**config.mk**
```make
export PLATFORM = sky130hd
export DESIGN_NAME = ysyx_idu
export DESIGN_NICKNAME = d
export VERILOG_FILES = /design/src/rtl/ysyx_idu.sv
export SDC_FILE = /design/constraint.sdc
export NUM_CORES = 1
export LEC_CHECK = 0
export ABC_AREA = 0
export BUFFER_PORTS_ARGS = -buffer_cell sky130_fd_sc_hd__buf_2
export CAP_MARGIN = 20
export CORE_MARGIN = 5
export CORE_UTILIZATION = 42
export CTS_CLUSTER_SIZE = 16
export DETAILED_ROUTE_END_ITERATION = 16
export MAX_ROUTING_LAYER = met4
export PLACE_DENSITY = 0.76
export SETUP_SLACK_MARGIN = 0.15
export SLEW_MARGIN = 10
export SYNTH_ARGS = -nofsm -noshare
export SYNTH_HDL_FRONTEND = slang
export SYNTH_SLANG_ARGS = --single-unit
```
**constraint.sdc**
```tcl
create_clock -name clk -period 1.3 [get_ports clk]
set_input_delay 0.26 -clock clk [delete_from_list [all_inputs] [get_ports clk]]
set_output_delay 0.26 -clock clk [all_outputs]
set_load 0.01 [all_outputs]
```
**src/rtl/ysyx_idu.sv**
```systemverilog
// RV32I instruction decode stage: a single-entry valid/ready pipeline register
// that splits the fetched word into fields, immediate, write-enable and illegal flag.
module ysyx_idu #(
  parameter int ADDR_W = 32,
  parameter int DATA_W = 32
) (
  input  logic              clk,
  input  logic              rst,
  input  logic              prev_valid,
  output logic              ready_o,
  input  logic [DATA_W-1:0] inst,
  input  logic [ADDR_W-1:0] pc,
  input  logic              flush,
  output logic              valid_o,
  input  logic              next_ready,
  output logic [ADDR_W-1:0] pc_o,
  output logic [DATA_W-1:0] inst_o,
  output logic [6:0]        opcode_o,
  output logic [2:0]        funct3_o,
  output logic [6:0]        funct7_o,
  output logic [4:0]        rs1_o,
  output logic [4:0]        rs2_o,
  output logic [4:0]        rd_o,
  output logic [DATA_W-1:0] imm_o,
  output logic              wen_o,
  output logic              illegal_o
);

  localparam logic [6:0] OP_LUI    = 7'b0110111;
  localparam logic [6:0] OP_AUIPC  = 7'b0010111;
  localparam logic [6:0] OP_JAL    = 7'b1101111;
  localparam logic [6:0] OP_JALR   = 7'b1100111;
  localparam logic [6:0] OP_BRANCH = 7'b1100011;
  localparam logic [6:0] OP_LOAD   = 7'b0000011;
  localparam logic [6:0] OP_STORE  = 7'b0100011;
  localparam logic [6:0] OP_IMM    = 7'b0010011;
  localparam logic [6:0] OP_OP     = 7'b0110011;
  localparam logic [6:0] OP_MISC   = 7'b0001111;
  localparam logic [6:0] OP_SYSTEM = 7'b1110011;

  logic [31:0] word;
  logic [6:0]  dec_opcode;
  logic [2:0]  dec_funct3;
  logic [4:0]  dec_rd;
  logic [31:0] dec_imm;
  logic        dec_wen;
  logic        dec_illegal;
  logic        accept;

  assign word       = inst[31:0];
  assign dec_opcode = word[6:0];
  assign dec_funct3 = word[14:12];
  assign dec_rd     = word[11:7];

  assign ready_o = !valid_o || next_ready;
  assign accept  = prev_valid && ready_o && !flush;

  // NOTE: every variable gets a default before the case so no path leaves it
  // unassigned; otherwise synthesis infers a latch to remember the old value.
  always_comb begin
    dec_imm     = '0;
    dec_wen     = 1'b0;
    dec_illegal = 1'b0;
    unique case (dec_opcode)
      OP_LUI, OP_AUIPC: begin
        dec_imm = {word[31:12], 12'b0};
        dec_wen = 1'b1;
      end
      OP_JAL: begin
        dec_imm = {{12{word[31]}}, word[19:12], word[20], word[30:21], 1'b0};
        dec_wen = 1'b1;
      end
      OP_JALR, OP_LOAD, OP_IMM: begin
        dec_imm = {{20{word[31]}}, word[31:20]};
        dec_wen = 1'b1;
      end
      OP_SYSTEM: begin
        dec_imm = {{20{word[31]}}, word[31:20]};
        dec_wen = (dec_funct3 != 3'b000);
      end
      OP_BRANCH: dec_imm = {{20{word[31]}}, word[7], word[30:25], word[11:8], 1'b0};
      OP_STORE:  dec_imm = {{20{word[31]}}, word[31:25], word[11:7]};
      OP_OP:     dec_wen = 1'b1;
      OP_MISC:   ;
      default:   dec_illegal = 1'b1;
    endcase
    // Writes to x0 are architecturally discarded, so never advertise them.
    if (dec_rd == 5'd0) dec_wen = 1'b0;
  end

  // NOTE: sequential state uses non-blocking assignments so every register
  // samples pre-edge values regardless of statement order.
  always_ff @(posedge clk or negedge rst) begin
    if (!rst) begin
      valid_o   <= 1'b0;
      pc_o      <= '0;
      inst_o    <= '0;
      opcode_o  <= '0;
      funct3_o  <= '0;
      funct7_o  <= '0;
      rs1_o     <= '0;
      rs2_o     <= '0;
      rd_o      <= '0;
      imm_o     <= '0;
      wen_o     <= 1'b0;
      illegal_o <= 1'b0;
    end else if (flush) begin
      valid_o <= 1'b0;
    end else if (accept) begin
      valid_o   <= 1'b1;
      pc_o      <= pc;
      inst_o    <= inst;
      opcode_o  <= dec_opcode;
      funct3_o  <= dec_funct3;
      funct7_o  <= word[31:25];
      rs1_o     <= word[19:15];
      rs2_o     <= word[24:20];
      rd_o      <= dec_rd;
      imm_o     <= dec_illegal ? '0 : DATA_W'($signed(dec_imm));
      wen_o     <= dec_wen && !dec_illegal;
      illegal_o <= dec_illegal;
    end else if (next_ready) begin
      valid_o <= 1'b0;
    end
  end

endmodule
```
# After elaboration in Yosys (flattened, before gate mapping)
# Index checks and enable logic that the tools add are counted.
[word_totals] reg_bits=131 inputBits=69 out_inout_bits=132 elab_cells=46
[op_classes] eq_ne=11 muxes=8 bitwise=1 reduce_logical=14
[op_table] op="one-hot mux 32 bit (5 select lines)" n=1
[op_table] op="two-way mux 32 bit" n=1
[op_table] op="equality test 7 bit, second input constant" n=4
[op_table] op="equality test 7 x 6 -> 1 bit, second input constant" n=3
[op_table] op="equality test 7 x 5 -> 1 bit, second input constant" n=2
[op_table] op="OR reduction 11 bit" n=1
[op_table] op="equality test 7 x 2 -> 1 bit, second input constant" n=1
[op_table] op="equality test 7 x 4 -> 1 bit, second input constant" n=1
[op_table] op="OR reduction 7 bit" n=1
[op_table] op="nonzero test 3 bit" n=2
[op_table] op="zero test 5 bit" n=1
[op_table] op="two-way mux 1 bit" n=5
[op_table] op="OR reduction 4 bit" n=1
[op_table] op="logical AND 1 bit" n=3
[op_table] op="zero test 1 bit" n=2
[op_table] op="one-hot mux 1 bit (2 select lines)" n=1
[op_table] op="AND reduction 2 bit" n=1
[op_table] op="OR reduction 2 bit" n=1
[op_table] op="logical OR 1 bit" n=1
[op_table] op="inverter 1 bit" n=1

# Logic depth before layout (Yosys ltp)
[depth] ltp_word=6 mapped_depth=7 ltp_nobuf=5

# Worst setup path after synthesis
# OpenSTA, ideal clock, no wires.
[synth_timing] path_kind="reg2reg" start="register valid_o" end="register wen_o" setup_ns=0.122 arrival_ns=1.302 path_slack_ns=-0.123 stages_incl_launch_ff=7 path_cell_list="dfrtp_1 > nor2b_1 > inv_2 > nand3b_1 > buf_4 > a21oi_1 > a32o_1"
[synth_between] elab_chain_len=5
[synth_rtl] item="start: declaration" line_no="14" rtl="output logic valid_o,"
[synth_rtl] item="start signal: assignment" line_no="95" rtl="valid_o <= 1'b0;"
[synth_rtl] item="start signal: assignment" line_no="108" rtl="valid_o <= 1'b0;"
[synth_rtl] item="start signal: assignment" line_no="110" rtl="valid_o <= 1'b1;"
[synth_rtl] item="zero test 1 bit" line_no="55" rtl="assign ready_o = !valid_o || next_ready;"
[synth_rtl] item="logical OR 1 bit" line_no="55"
[synth_rtl] item="named net ready_o" line_no="10" rtl="output logic ready_o,"
[synth_rtl] item="logical AND 1 bit (2 in series)" line_no="56" rtl="assign accept = prev_valid && ready_o && !flush;"
[synth_rtl] item="AND reduction 2 bit (no source line)"
[synth_rtl] item="end signal: assignment" line_no="120" rtl="wen_o <= dec_wen && !dec_illegal;"
[synth_rtl] item="end: declaration" line_no="25" rtl="output logic wen_o,"
# The timed path passes the listed nets, and every way through them passes these cells.
# A chain may end at the register's enable or synchronous reset.

# Worst setup path after layout
[layout_timing] start="register valid_o" end="register imm_o[14]"
[layout_between] elab_chain_len=5
[layout_rtl] item="zero test 1 bit" line_no="55"
[layout_rtl] item="logical OR 1 bit" line_no="55"
[layout_rtl] item="logical AND 1 bit (2 in series)" line_no="56"
[layout_rtl] item="AND reduction 2 bit (no source line)"
[layout_rtl] item="end signal: assignment" line_no="119" rtl="imm_o <= dec_illegal ? '0 : DATA_W'($signed(dec_imm));"
[layout_rtl] item="end: declaration" line_no="24" rtl="output logic [DATA_W-1:0] imm_o,"
# Every way passes these cells.

==> key figures <==
Outcome
  • Run status: finished with violations
  • Failing checks: negative setup slack

Die
  • Die Height: 113 um
  • Die width: 113 um
  • Total core area: ~10000 sq um
  • FP Rows: 37
  • Initial Util: a little over two fifths
  • Ports: 201
  • Total die area: 12700 sq um

Finish
  • Register Area: 2480 sq um
  • Ant diodes: 0
  • Design area: 6790 sq um
  • Final #Nets: 832
  • Area occupied by multi-input gates: 1710 sq um
  • Synth-to-layout area growth: 53.5%
  • Share of layout cells above drive strength 1: between 40% and 50%
  • Filler Cell Count: about 810

Pwr
  • Max VDD drop: 0.000792 V
  • Static Leak: between 3 and 4 nW
  • Internal power: 5.72 mW
  • Clk pwr share: 29.9%
  • Psw: around 2.3 mW
  • Sequential share of power: 45.1%
  • Comb power frac: about a quarter
  • P per Cell Area: about 1200 nW/um^2
  • Switching part of the total: 28.7%

Yosys
  • Synth cell count leaders: nand2_1 (218), dfrtp_1 (99), buf_4 (34)
  • Post-synth top area share: 56.0%
  • Syn avg cell area: 8.99 sq um
  • Synthesized flop and latch total: slightly below 100
  • Synthesis warning total: 0
  • Sequential area share after synthesis: between 50% and 60%
  • Cell Area, Synth: 4420 sq um
  • Synth Flop Type: dfrtp_1
  • Post-synth cell types: 40
  • Asr flop ratio synth: between 90% and 100%
  • Syn nets: roughly 560
  • Most common cell in the netlist: nand2_1
  • Post-Syn Instances: between 400 and 500
  • Synth top area cells: dfrtp_1 (56%), nand2_1 (19%), buf_4 (5.8%)
  • Number of synthesized flops with an enable pin: 0
  • Dominant cell type by area after synthesis: dfrtp_1

STA
  • Period utilisation layout: 105%
  • Crit path time final: 1.36 ns
  • Hold Slack: a little under 0.08 ns
  • Slew Limit Fails: 0
  • Number of setup violations in the final report: 69
  • Fmax: 735 MHz
  • Final setup margin: -0.0608 ns
  • Hold Fails Final Rpt: 0
  • Layout Skew: between 0.01 and 0.015 ns
  • Max_slew headroom: 69.5%
  • Worst-Margin Slew: roughly 0.45 ns
  • RSZ-0062 raised after global routing: true

Global route
  • Gr ovfl total: 0
  • First-pass GRT wire length: approximately 22 mm
  • Vias in the first global route: ~4400
  • Largest net degree at the start of global routing: 48
  • Antenna violations before repair: 0
  • Total track usage: a little over a fifth

CTS
  • Clk sinks: 99
  • CTS Buffer Depth: 2
  • CTS tree: built
  • Root Driver: clkbuf_8
  • Clk_lat worst skew: 0.37 ns
  • CTS buffer count: 9
  • Htree depth: 3
  • CTS clock-pin slew for the worst setup and hold paths: about 0.1 ns

Route
  • Starting DRT DRC Count: 249
  • Routed wire length: approximately 14 mm
  • Vias per cell: between 4 and 5
  • Final ANT Viol Nets: 0
  • Via count: 4426
  • DRC: 0
  • DR pass1 iterations: 5
  • WL/cell: roughly 15 um

Place
  • I/O Buffers: 200
  • Final Wtd Congestion: 0.895
  • DP Area: 5740 sq um
  • DP Worst Slack: -0.268 ns
  • Post-DP HPWL: 9.62 mm

Hold path
  • Hold Path Depth: 3
  • Hold Crit Class: input pin to flip-flop

Worst setup path
  • R2R Setup Slk: -0.06 ns
  • Crit path max fanout: 6
  • CP arrival: 1.60 ns
  • Critical path class: flip-flop to flip-flop
  • FF-to-FF path depth: 8
  • Worst EP required: between 1.5 and 2 ns
  • CP Launch Type: flip-flop
  • Critical Path Sink Type: flip-flop

Job
  • Max Cap Viol: 0
## flip-flops by register name, summed over array words and instances, names as in the netlist
register   flops
imm_o         32
inst_o        32
wen_o          1
illegal_o      1
valid_o        1
pc_o          32
## area by class of cell
| type | instances | area share [%] |
|---|---|---|
| timing repair buffer | 319 | 32.1 |
| sequential | 99 | 36.5 |
| multi-input combinational | 332 | 25.2 |
| clock buffer | 12 | 2.14 |
| inverter | 2 | 0.111 |
| clock inverter | 4 | 1.44 |
| tap | 136 | 2.51 |
## cells by family after synthesis
| family | after synthesis | share of synthesized area (%) |
|---|---|---|
| xor gates and xnor gates | 1 | 0.198 |
| buffers and inverters | 61 | 8.52 |
| AOI/OAI and AO/OA | 60 | 9.42 |
| muxes | 2 | 0.481 |
| DFF | 99 | 56.0 |
| and+or+nand+nor | 269 | 25.4 |
## power by group through the flow
| stage | clock network [mW] | logic, mW | registers (mW) |
|---|---|---|---|
| 2_1_floorplan | 0 | 0.753 | 3.82 |
| 5_1_grt | 2.55 | 2.19 | 3.67 |
| 6_report | 2.40 | 2.00 | 3.62 |
| 4_1_cts | 2.45 | 1.81 | 3.61 |
| 3_3_place_gp | 0 | 1.61 | 3.65 |
| 3_5_place_dp | 0 | 1.64 | 3.66 |
## through the flow
step / std cells / util [%] / total power [mW] / setup TNS (ns)
6_report: 904 / 66.0 / 8.03 / -1.50
5_1_grt: 904 / 66.0 / 8.42 / -8.22
4_1_cts: 871 / 62.0 / 7.87 / -2.67
3_5_place_dp: 825 / 55.9 / 5.30 / -11.79
3_3_place_gp: 825 / 55.9 / 5.26 / -10.15
2_1_floorplan: 492 / - / 4.57 / -4.34
## timing repair
action | CTS | global route
pin swaps | 13 | 3
gates resized for setup | 34 | 31
hold buffers | 1 | 0
setup endpoints to repair | 230 | 230
hold endpoints to repair | 99 | 0
setup buffers | 25 | 31
gates cloned | 4 | 2
## layout by cell type, fill, tap and decap left out, types with 4 or more instances in the layout
cell      count
nand2_2      19
buf_6        22
nand2_1     197
nand3_1      13
nand3_2       5
buf_4       102
a21oi_1      11
clkbuf_8     10
o21ai_1      17
a22o_1       14
nor3_1        4
buf_2       183
dfrtp_1      99
buf_12        6
nor2_1        7
## worst max-delay path: stages (launching register included)
cell      delay, ns
dfrtp_1        0.39
nor2b_4        0.14
inv_2          0.04
nand3b_1       0.08
buf_6          0.16
buf_12         0.15
buf_12         0.14
nand2_2        0.07
nand3_2        0.07
## per-layer routing
metal	routed length [um]	global-route usage (%)
met4	405	9.46
met5	0	-
met3	1070	3.77
met2	7050	35.4
met1	5450	26.1
## final timing paths
check | from | endpoint
max in group asynchronous | rst | inst_o[30]
worst min register to register | pc_o[11] | pc_o[11]
worst min-delay path | pc[9] | pc_o[9]
worst max register to register | valid_o | imm_o[14]
worst max-delay path | valid_o | imm_o[14]
min in group asynchronous | rst | inst_o[9]
Power figures use the tool's default switching activity.
